[src/rtl/bpsk_demod.sv]
// BPSK integrate-and-dump demodulator: one signed accumulate per bit period, sign decision,
// single-entry output holding register. Optional squelch: define BPSK_DEMOD_SQUELCH_EN.
module bpsk_demod #(
  parameter int SPB    = 16,
  parameter int THRESH = 2048
) (
  input  logic        CLK,
  input  logic        RST,
  input  logic        en,
  input  logic        sValid,
  input  logic [15:0] dIn,
  input  logic        wFull,
  output logic        wEN,
  output logic        dOut,
  output logic        ovf,
  output logic [7:0]  eraseCnt
);

  // state | meaning
  // IDLE  | no sample accepted since reset or since en dropped
  // ACC   | integrating samples of the current symbol
  // EMPTY | output register holds nothing to deliver
  // PEND  | output register holds a bit waiting for the FIFO
  localparam logic IDLE  = 1'b0;
  localparam logic ACC   = 1'b1;
  localparam logic EMPTY = 1'b0;
  localparam logic PEND  = 1'b1;

  localparam int KW = $clog2(SPB);
  localparam int AW = 17 + KW;
  localparam logic [KW-1:0] K_HALF = KW'(SPB / 2);
  localparam logic [KW-1:0] K_LAST = KW'(SPB - 1);

  logic                 in_q, in_d;
  logic                 out_q, out_d;
  logic [KW-1:0]        k_q, k_d;
  logic signed [AW-1:0] acc_q, acc_d;
  logic                 bit_q, bit_d;
  logic                 ovf_q, ovf_d;

  logic                 accept;
  logic                 decide;
  logic                 load;
  logic                 emit;
  logic                 bit_new;
  logic signed [AW-1:0] samp_ext;
  logic signed [AW-1:0] sum_now;

  assign accept   = sValid & en;
  assign samp_ext = {{(AW-16){dIn[15]}}, dIn};
  // First half of the bit period correlates with +carrier, second half with -carrier.
  assign sum_now  = (k_q < K_HALF) ? (acc_q + samp_ext) : (acc_q - samp_ext);
  assign decide   = accept && (k_q == K_LAST);
  assign bit_new  = ~sum_now[AW-1];
  assign emit     = (out_q == PEND) && !wFull;

`ifdef BPSK_DEMOD_SQUELCH_EN
  localparam logic [31:0] THRESH_U = 32'(THRESH);

  logic [AW-1:0] sum_mag;
  logic          erase;
  logic [7:0]    era_q, era_d;

  assign sum_mag = sum_now[AW-1] ? AW'(-sum_now) : AW'(sum_now);
  assign erase   = ({{(32-AW){1'b0}}, sum_mag} < THRESH_U);
  assign load    = decide && !erase;

  always_comb begin
    era_d = era_q;
    if (decide && erase && (era_q != 8'hFF)) era_d = era_q + 8'd1;
  end

  always_ff @(posedge CLK or negedge RST) begin
    if (!RST) era_q <= 8'd0;
    else      era_q <= era_d;
  end

  assign eraseCnt = era_q;
`else
  assign load     = decide;
  assign eraseCnt = 8'd0;
`endif

  always_comb begin
    in_d  = in_q;
    k_d   = k_q;
    acc_d = acc_q;
    case (in_q)
      IDLE:    if (accept) in_d = ACC;
      default: if (!en)    in_d = IDLE;
    endcase
    if (!en) begin
      k_d   = '0;
      acc_d = '0;
    end else if (accept) begin
      if (k_q == K_LAST) begin
        k_d   = '0;
        acc_d = '0;
      end else begin
        k_d   = k_q + KW'(1);
        acc_d = sum_now;
      end
    end
  end

  // A decision may replace the held bit only on the edge that delivers it.
  always_comb begin
    out_d = out_q;
    bit_d = bit_q;
    ovf_d = ovf_q;
    if (emit) out_d = EMPTY;
    if (load) begin
      if ((out_q == EMPTY) || emit) begin
        bit_d = bit_new;
        out_d = PEND;
      end else begin
        ovf_d = 1'b1;
      end
    end
  end

  always_ff @(posedge CLK or negedge RST) begin
    if (!RST) begin
      in_q  <= IDLE;
      out_q <= EMPTY;
      k_q   <= '0;
      acc_q <= '0;
      bit_q <= 1'b0;
      ovf_q <= 1'b0;
    end else begin
      in_q  <= in_d;
      out_q <= out_d;
      k_q   <= k_d;
      acc_q <= acc_d;
      bit_q <= bit_d;
      ovf_q <= ovf_d;
    end
  end

  assign wEN  = emit;
  assign dOut = bit_q;
  assign ovf  = ovf_q;

endmodule

[config.mk]
export PLATFORM = sky130hd
export DESIGN_NAME = bpsk_demod
export DESIGN_NICKNAME = d
export VERILOG_FILES = /design/src/rtl/bpsk_demod.sv
export SDC_FILE = /design/constraint.sdc
export NUM_CORES = 1
export LEC_CHECK = 0
export BUFFER_PORTS_ARGS = -buffer_cell sky130_fd_sc_hd__buf_4
export CAP_MARGIN = 10
export CORE_UTILIZATION = 54
export DETAILED_ROUTE_END_ITERATION = 12
export GPL_TIMING_DRIVEN = 0
export PLACE_DENSITY = 0.75
export RECOVER_POWER = 25
export SYNTH_ARGS = -nofsm -noshare
export SYNTH_HDL_FRONTEND = slang
export SYNTH_SLANG_ARGS = --single-unit
export TNS_END_PERCENT = 10
[constraint.sdc]
create_clock -name CLK -period 3.85 [get_ports CLK]
set_input_delay 0.1925 -clock CLK [delete_from_list [all_inputs] [get_ports CLK]]
set_output_delay 0.1925 -clock CLK [all_outputs]
set_load 0.03 [all_outputs]
# Yosys cells after proc, flatten, opt, wreduce, memory -nomap -nowiden
# Index checks and enable logic that the tools add are counted.
# W data, S select, Z words.
dict set report classes {
  magnitude_cmp 1
  muxes 10
  bitwise_logic 4
  reduce_logical 6
  add_sub_neg 3
  eq_ne 2
}
# cell n
set ops {}
lappend ops {{$mux W21} 4}
lappend ops {{$add A21 B16 Y21} 1}
lappend ops {{$sub A21 B16 Y21} 1}
lappend ops {{$mux W4} 3}
lappend ops {{$add A4 B1 Y4 const B} 1}
lappend ops {{$eq A4 B4 Y1 const B} 1}
lappend ops {{$lt A4 B4 Y1 const B} 1}
lappend ops {{$reduce_and A2 Y1} 2}
lappend ops {{$mux W1} 3}
lappend ops {{$not A1 Y1} 3}
lappend ops {{$logic_and A1 B1 Y1} 2}
lappend ops {{$ne A2 B1 Y1 const B} 1}
lappend ops {{$and A1 B1 Y1} 1}
lappend ops {{$logic_not A1 Y1} 1}
lappend ops {{$logic_or A1 B1 Y1} 1}
dict set report word_totals {
  output_inout_bits 11
  word_cells 31
  ff_bits 28
  input_bits 21
}

# Longest topological paths before layout
dict set report depth {
  ltp_word 5
  ltp_mapped 14
  depth_no_buf 14
}

# Worst setup path before layout
# Ideal clock, no wire load.
dict set report synth_path {
  path_type {input to register}
  start {input dIn[3]}
  end {register bit_q, in the netlist dOut}
  setup_slack_ps 835
  stages 13
  setup_ps 127
  arrival_ps 2888
  n_path_buf 1
  path_cell_list {or3_1 nor3_1 a31oi_1 xnor2_1 ha_1 clkbuf_1 nand4_1 a211oi_2 o21ai_2 a32oi_2 xnor2_2 xnor2_1 a21oi_1}
}
dict set report synth_between {
  elab_chain_cells 3
}
# item line_no
set synth_lines {}
lappend synth_lines {{start, declared} 11} ;# input logic [15:0] dIn,
lappend synth_lines {{$sub A21 B16 Y21 or $add A21 B16 Y21 (tied branches)} 52} ;# assign sum_now = (k_q < K_HALF) ? (acc_q + samp_ext) : (acc_q - samp_ext);
lappend synth_lines {{$mux W21 *} 52}
lappend synth_lines {{$not A1 Y1 *} 54} ;# assign bit_new = ~sum_now[AW-1];
lappend synth_lines {{end signal, assigned} 135} ;# bit_q <= bit_d;
lappend synth_lines {{end, declared} 38} ;# logic bit_q, bit_d;
# Mark *: on every way between the ends. The rest lies on a longest branch, timed or not.
# A chain may end at the register's enable or synchronous reset.

# Final worst setup path
dict set report layout_path {
  start {register k_q[3]}
  end {register acc_q[12]}
}
dict set report layout_between {
  elab_chain_cells 5
}
# item line_no
set layout_lines {}
lappend layout_lines {{start, declared} 36} ;# logic [KW-1:0] k_q, k_d;
lappend layout_lines {{start signal, assigned} 133} ;# k_q <= k_d;
lappend layout_lines {{$lt A4 B4 Y1} 52}
lappend layout_lines {{$mux W21} 52}
lappend layout_lines {{$mux W21 *} 96} ;# if (k_q == K_LAST) begin
lappend layout_lines {{$mux W21 *} 95} ;# end else if (accept) begin
lappend layout_lines {{$mux W21 *} 92} ;# if (!en) begin
lappend layout_lines {{end signal, assigned} 127} ;# acc_q <= '0;
lappend layout_lines {{end signal, assigned} 134} ;# acc_q <= acc_d;
lappend layout_lines {{end, declared} 37} ;# logic signed [AW-1:0] acc_q, acc_d;
# Mark *: on every way between the ends. The rest lies on a longest branch, timed or not. The select of a mux whose other input is x is not followed.

==> run metrics <==
outcome finished, violations left; failing checks capacitance limit, slew limit; critical-path cell list clkbuf_1 > mux2_2 > fa_1 > nand2b_1 > a21oi_1 > o21ai_1 > o22ai_1 > a21oi_1 > xnor2_1 > o21ai_0; via count 2279; Synth Warn # 0; Switching Share 37.5%; final worst slack 334 ps; Post-synth EDFFs 0; Setup crit start k_q[3]; Final period util between 90% and 100%; fillcell total between 400 and 500; Initial Util 56.8%; vias in the first global route around 2200; Overflow after GRT 0; Net Sw Power about 410 uW; CTS Buf Count 3; first-pass GRT wire length 10500 um; power share of the clock group about 22%; Worst VDD drop ~0.00017 V; initial antenna violation count 0; TritonCTS clock tree done; HP Class in2reg; Final HPWL DP 4670 um; min Tclk post-route around 3500 ps; CP Data Required Time ~4000 ps; number of H-tree levels 1; Final Slew Violations 29; maxcap violations 1; hold path cells 2; # rows 25; Slew headroom -6.49%; Max Clock Freq between 0.2 and 0.3 GHz; crit end category flop; slowest CP cell dfrtp_1; num ports 32; smallest hold slack between 100 and 150 ps; Mapped Avg Cell Area around 8.7 sq um; Layout Utilization between 60% and 70%; Die W 72.7 um; Arr. time, crit path roughly 3700 ps; DRC 0; WL per Instance roughly 15 um; RR Endpoint acc_q[12]; CTS Buffer Depth 2; RSZ-0062 raised after global routing no; PwrDens about 360 mW/mm^2; nets@finish between 300 and 400; Hold Vio Cnt, Final 0; Port Buffers 22; total die area roughly 0.0053 sq mm; Tightest Pin Transition 1600 ps; initial drt markers just under 100; GP Congestion between 0.8 and 0.9; WHS Endpoint k_q[2]; post-synthesis sequential area ratio roughly 26%; Pleak 0.00141 uW; Mapped Area 0.00270 sq mm; internal power about 690 uW; antenna viol nets, final 0; DRT Wirelength roughly 6100 um; gr usage total 25.6%; share of cells above drive strength 1 17.7%; crit path kind reg2reg; Critical Path Max Stage Delay about 530 ps; combinational share of power a little under half; crit start category flop; post-place setup slack 24.0 ps; min-delay src en; die height ~73 um; Crit path top cell by count a21oi_1; Yosys reg bits 28; worst-path fanout max 10; Crit Reg-Reg Startpoint k_q[3]; CP bufs+invs 1; Clock Latency Late Sink 290 ps; ys async rst share between 90% and 100%; clk root buf clkbuf_8; Netlist cell types 63; Setup Viol. Count Final 0; R2R depth 10; top_reg_cell synth dfrtp_1; Max Clock Skew just under 6 ps; register share of total power around a third; area added between synthesis and finish 13.2%; largest net degree at the start of global routing 29; Via density 5.53; clock slew at reported path FFs approximately 110 ps; ANT cells 0; R2R Setup Slk 330 ps; CP delay by family, top compound AO/OA/AOI/OAI gates; core area 0.00475 sq mm; clk sinks 28; Gate Count Post-Synth between 300 and 400; 1st-pass router iterations 5; setup TNS 0 ps
area by class of cell:
cell class,count,area (sq um),area share [%]
buffer,18,114,3.72
clock buffer,3,41.3,1.35
clock inverter,1,30.0,0.981
inverter,16,60.1,1.96
multi-input combinational,256,1860,60.8
sequential,28,701,22.9
tap,67,83.8,2.74
timing repair buffer,23,171,5.60
power by group through the flow:
stage / logic, uW / registers (uW) / clock network (uW)
CTS: 497 / 353 / 253
finish: 498 / 353 / 245
global route: 558 / 359 / 261
global placement: 486 / 357 / 0
floorplan: 396 / 353 / 0
detailed placement: 493 / 359 / 0
worst max-delay path by stage:
stage / depth (start not counted) / slack (ps) / to
4_1_cts: 14 / 270 / dOut
2_1_floorplan: 13 / 830 / dOut
6_report: 10 / 330 / acc_q[12]
3_5_place_dp: 14 / 20 / dOut
5_1_grt: 10 / 90 / acc_q[12]
3_3_place_gp: 14 / 110 / dOut
worst reg2reg max path, cell delays in order (launching register included):
cell      delay [ps]
dfrtp_1          530
clkbuf_1         490
mux2_2           430
fa_1             420
nand2b_1         200
a21oi_1          470
o21ai_1          150
o22ai_1          300
a21oi_1          140
xnor2_1          150
o21ai_0          100
kinds of logic (layout without fill, tap and decap cells):
family          after synthesis  count (layout)  share of synthesized area (%)
mux                           4               4                           1.53
fa+ha+maj                    23              23                           10.9
xor+xnor                     31              31                           10.3
compound gates               98              98                           26.3
other cells                   1               8                          0.139
flops                        28              28                           25.9
simple gates                 92              92                           18.4
buf+inv                      34              61                           6.44
cells in the mapped netlist, types with 2 or more instances:
library cell   n  share of area (%)
nand3_1        9                1.7
nor3_1         5               0.93
a21oi_1       26                4.8
inv_1         16                2.2
nor2b_1        4               0.93
a21boi_0       2               0.56
a221oi_2       2                1.1
o21a_1         3               0.83
and3_1         3               0.69
dfrtp_1       28                 26
nor4_2         2               0.93
o21ai_0       21                3.9
o31ai_1        2               0.56
a32o_1         2               0.74
xnor2_1       24                7.8
buf_6          2               0.83
or2_2          2               0.46
o22ai_1        3               0.69
a21o_1         8                2.2
a31oi_1        4               0.93
or3_1          2               0.46
buf_4          8                2.2
nand2b_1       3               0.69
xor2_1         6                1.9
o21bai_1       2               0.56
and2_1         3               0.69
ha_1          22                 10
o211ai_1       2               0.56
nor2_1        14                1.9
clkbuf_1       7               0.97
nand2_1       35                4.9
mux2i_1        3                1.1
o21ai_1        6                1.1
metrics by stage:
step	std cells	instance area (sq um)	total power [uW]
floorplan	318	2730	749
CTS	412	3060	1100
global placement	407	2980	843
global route	412	3060	1180
finish	412	3060	1100
detailed placement	407	2980	852
cells in the final DEF, fill, tap and decap left out, types with 6 or more instances in the layout:
cell | netlist | final
a21o_1 | 8 | 8
a21oi_1 | 26 | 26
buf_4 | 8 | 29
clkbuf_1 | 7 | 8
conb_1 | 1 | 8
dfrtp_1 | 28 | 28
ha_1 | 22 | 22
inv_1 | 16 | 16
nand2_1 | 35 | 35
nand3_1 | 9 | 9
nor2_1 | 14 | 14
o21ai_0 | 21 | 21
o21ai_1 | 6 | 6
xnor2_1 | 24 | 24
xor2_1 | 6 | 6
flip-flops by register name, summed over array words and instances (netlist names):
| name | count |
|---|---|
| ovf | 1 |
| dOut | 1 |
| acc_q | 21 |
| out_q | 1 |
| k_q | 4 |
timing repair:
item	4_1_cts	5_1_grt
setup buffers	0	0
setup endpoints to repair	0	2
hold endpoints to repair	28	0
resized for setup	0	1
hold buffers	1	0
routing by layer:
metal  track usage [%]  part of all wire [%]  vias to the layer above
li1                  -                     -                     1164
met1              34.4                    46                     1047
met2              44.7                    47                       57
met3              1.80                   4.8                       11
met4              6.32                   1.7                        0
met5                 0                     0                        -
No activity file was read; power rests on OpenSTA's default activity.
